### config.mk
export PLATFORM = sky130hd
export DESIGN_NAME = mux
export DESIGN_NICKNAME = d
export VERILOG_FILES = /design/src/rtl/mux.sv
export SDC_FILE = /design/constraint.sdc
export NUM_CORES = 1
export LEC_CHECK = 0
export ABC_CLOCK_PERIOD_IN_PS = 1300
export CORE_AREA = 2 2 39 41
export DETAILED_ROUTE_END_ITERATION = 12
export DIE_AREA = 0 0 41 43
export SLEW_MARGIN = 0
export SYNTH_ARGS = -nofsm -noshare
export SYNTH_HDL_FRONTEND = slang
export SYNTH_SLANG_ARGS = --single-unit
### constraint.sdc
create_clock -name clk -period 1.3 [get_ports clk]
set_input_delay 0.13 -clock clk [delete_from_list [all_inputs] [get_ports clk]]
set_output_delay 0.13 -clock clk [all_outputs]
set_load 0.05 [all_outputs]
### src/rtl/mux.sv
// Registered 4-to-1 multiplexer. Each bit is handled by its own lane, and the
// shared select register produces sel and a pulse whenever the select changes.

module mux_lane (
  input  logic       clk,
  input  logic       rst,
  input  logic [3:0] d,
  input  logic [1:0] s,
  output logic       q
);
  // Indexing instead of a case statement lets an X/Z select reach q in simulation.
  always_ff @(posedge clk) begin
    if (rst) q <= 1'b0;
    else     q <= d[s];
  end
endmodule

module mux #(
  parameter int WIDTH = 1
) (
  input  logic             clk,
  input  logic             rst,
  input  logic [WIDTH-1:0] I0,
  input  logic [WIDTH-1:0] I1,
  input  logic [WIDTH-1:0] I2,
  input  logic [WIDTH-1:0] I3,
  input  logic             S0,
  input  logic             S1,
  output logic [WIDTH-1:0] out,
  output logic [1:0]       sel,
  output logic             sel_changed
);
  logic [1:0]             s;
  logic [WIDTH-1:0][3:0]  lane_d;

  assign s = {S1, S0};

  for (genvar i = 0; i < WIDTH; i++) begin : g_lane
    assign lane_d[i] = {I3[i], I2[i], I1[i], I0[i]};
    mux_lane u_lane (
      .clk (clk),
      .rst (rst),
      .d   (lane_d[i]),
      .s   (s),
      .q   (out[i])
    );
  end

  // sel_changed compares against the pre-edge sel, so it pulses for one cycle.
  always_ff @(posedge clk) begin
    if (rst) begin
      sel         <= 2'b00;
      sel_changed <= 1'b0;
    end else begin
      sel         <= s;
      sel_changed <= (s != sel);
    end
  end
endmodule

==> summary.txt <==
Synth
  • Syn. warnings: 0
  • Syn Inst Count: 11
  • Post-synth EDFFs: 0
  • Count leader, synth: dfxtp_1
  • Post-synthesis sequential area ratio: 52.9%
  • Simple-gate share of the synthesized area: between 15 and 20%
  • Post-synthesis mux area share: 14.9%
  • Ranking of synthesized cells by area: dfxtp_1 (53%), mux4_2 (15%), xnor2_1 (12%)
  • Synthesized-area fraction occupied by adder cells: 0%
  • Synth Cell Area: 151 sq um
  • Synth Area in Compound Gates: under 10%
  • Post-synth top cells: dfxtp_1 (4), nor2b_1 (2), xnor2_1 (2)
  • Async SR Flop Fraction: 0%
  • Ys flop type: dfxtp_1
  • Mean post-synth cell area: ~14 sq um
  • Unique masters post-synth: 6
  • Top-area cell type share of the netlist area: 52.9%
  • Largest area contributor in the netlist: dfxtp_1
  • Synthesized net count: 19
  • Post-synthesis xor/xnor area fraction: between 10% and 20%
  • Synth Register Bits: 4
  • Largest family of logic cells by synthesized area: simple AND/OR/NAND/NOR gates

Clock network
  • Root buf cell: clkbuf_4
  • Clock Sinks: 4
  • CTS hold repair buffers: 0
  • Clock latency on the worst-skew pair: 0.23 ns
  • Cts repair resizes: 0
  • Clock Path Buffers: 2
  • # Post-CTS Setup Buffers: 0
  • H-tree levels: 1
  • Worst-path clk slew: 0.04 ns
  • CTS buffer count: 3
  • CTS tree: done

STA
  • Final worst-path cycle share: 87.4%
  • Slew @ Worst Pin: 0.205 ns
  • Final Max Slew Viols: 0
  • Rel. slew slack: 86.3%
  • Hold Fails Final Rpt: 0
  • Final setup fails: 0
  • Fmax: 0.880 GHz
  • Fin Clk Skew: 0.00262 ns
  • Post-layout min period: 1.14 ns
  • RSZ-0062 raised after global routing: false

Run status
  • Status: finished, final reports clean

Route
  • Routed vias: ~130
  • WL/cell: 7.69 um
  • Final ANT Viol Nets: 0
  • DR iter-0 viols: 0
  • DRC errors left: 0
  • Vias per std cell: 3.17
  • Aggregate routed wire length: ~320 um
  • Drt first pass iters: 1

Critical path
  • Worst R2R Start: sel[0]
  • Setup crit start: S0
  • Critical Path Source Type: input port
  • CP required: 1.42 ns
  • CP endpoint: g_lane[0].u_lane.q
  • Crit end category: flop
  • RR Endpoint: sel_changed
  • Kind of critical path: input port to flop
  • CP Data Arrival Time: 1.26 ns
  • Worst R2R Setup Slack: 0.59 ns
  • R2R cell count: 2
  • Worst Path Max Fanout: 2

Place
  • Placed cell count: 39
  • Number of buffers added on ports: 11
  • Routability congestion estimate: 0.661
  • DP Area: 329 sq um

Layout
  • Finished Cell Area: 352 sq um
  • Fillers: 146
  • Area growth syn-to-layout: 132%
  • Final Non-Filler Cells: 42
  • Share of layout cells above drive strength 1: about two fifths
  • Ant. Diodes: 0
  • Nets@finish: 36

Global route
  • Largest net degree at the start of global routing: 5
  • Vias in the first global route: 137
  • All-Layer GR Usage: roughly 5.5%
  • GRT overflow: 0
  • First-pass GRT wire length: between 500 and 600 um
  • Initial antenna violation count: 0

Floorplanning
  • # IOs: 12
  • Die area: 1760 sq um
  • Initial core utilization: 10.9%
  • Core Box Area: 1380 sq um
  • Die Ht: 43 um
  • Die width: 41 um
  • Num rows: 14

Hold path
  • Worst Hold Class: input port to flop

Power and ir drop
  • Max IR drop VDD: about 0.27 mV
  • Cell area power density: roughly 1100 nW/um^2
  • Leakage power total: 0.000138 uW
  • Final Power: ~400 uW

Flow run
  • Max_cap viols: 0
[critical path, cell delays in order]
cell and delay, ns:
clkdlybuf4s50_1 0.50, mux4_2 0.50, nor2b_4 0.13
[report_power, final]
part | leakage, uW | total [uW] | switching, uW | internal [uW]
Sequential | 0.0000334 | 141 | 8.17 | 132
Clock | 0.0000138 | 152 | 48.9 | 103
Combinational | 0.0000907 | 111 | 44.5 | 66.8
[sequential cells by signal, summed over array words and instances, names as in the netlist]
name             cells
sel_changed          1
g_lane.u_lane.q      1
sel                  2
[cell families (layout without fill, tap and decap cells)]
logic type,after synthesis,after routing
xor gates and xnor gates,2,2
DFF,4,4
AOI/OAI and AO/OA,1,1
muxes,1,1
buffers and inverters,0,15
and+or+nand+nor,3,3
[stage by stage]
stage	hold slack [ns]	TNS [ns]	setup WS, ns	utilization (%)
after floorplan	0.194	0	0.318	-
after global placement	0.565	-0.0901	-0.0901	23.8
after detailed placement	0.577	-0.0846	-0.0846	23.8
after CTS	0.540	0	0.164	25.4
final	0.544	0	0.164	25.4
after global routing	0.542	0	0.131	25.4
[how the worst min path moves through the flow]
stage | startpoint | to | slack [ns] | cells after the start
5_1_grt | S1 | sel[1] | 0.54 | 2
3_3_place_gp | sel[1] | sel_changed | 0.57 | 2
6_report | S1 | sel[1] | 0.54 | 2
4_1_cts | S1 | sel[1] | 0.54 | 2
3_5_place_dp | sel[1] | sel_changed | 0.58 | 2
2_1_floorplan | rst | g_lane[0].u_lane.q | 0.19 | 1
[cells in the final DEF, fill, tap and decap left out, drive strengths merged]
cell type and n:
clkdlybuf4s50 7, buf 5, dfxtp 4, clkbuf 3, nor2b 3, xnor2 2, a21oi 1, mux4 1
[metal layers]
layer / vias to the layer above / part of all wire (%) / global-route usage (%)
met4: 0 / 5.3 / 8.00
met2: 14 / 27 / 4.06
met3: 2 / 19 / 5.24
met1: 49 / 49 / 6.49
li1: 68 / - / -
met5: - / 0 / 0
[cell type report]
| class | count | area [sq um] | share of cell area [%] |
|---|---|---|---|
| repair buffers | 12 | 158 | 44.8 |
| flip-flops and latches | 4 | 80.1 | 22.8 |
| well taps | 16 | 20.0 | 5.69 |
| multi-input cells | 7 | 71.3 | 20.3 |
| clock buffers | 3 | 22.5 | 6.41 |
Note: power is estimated with default switching activity, not from simulation.
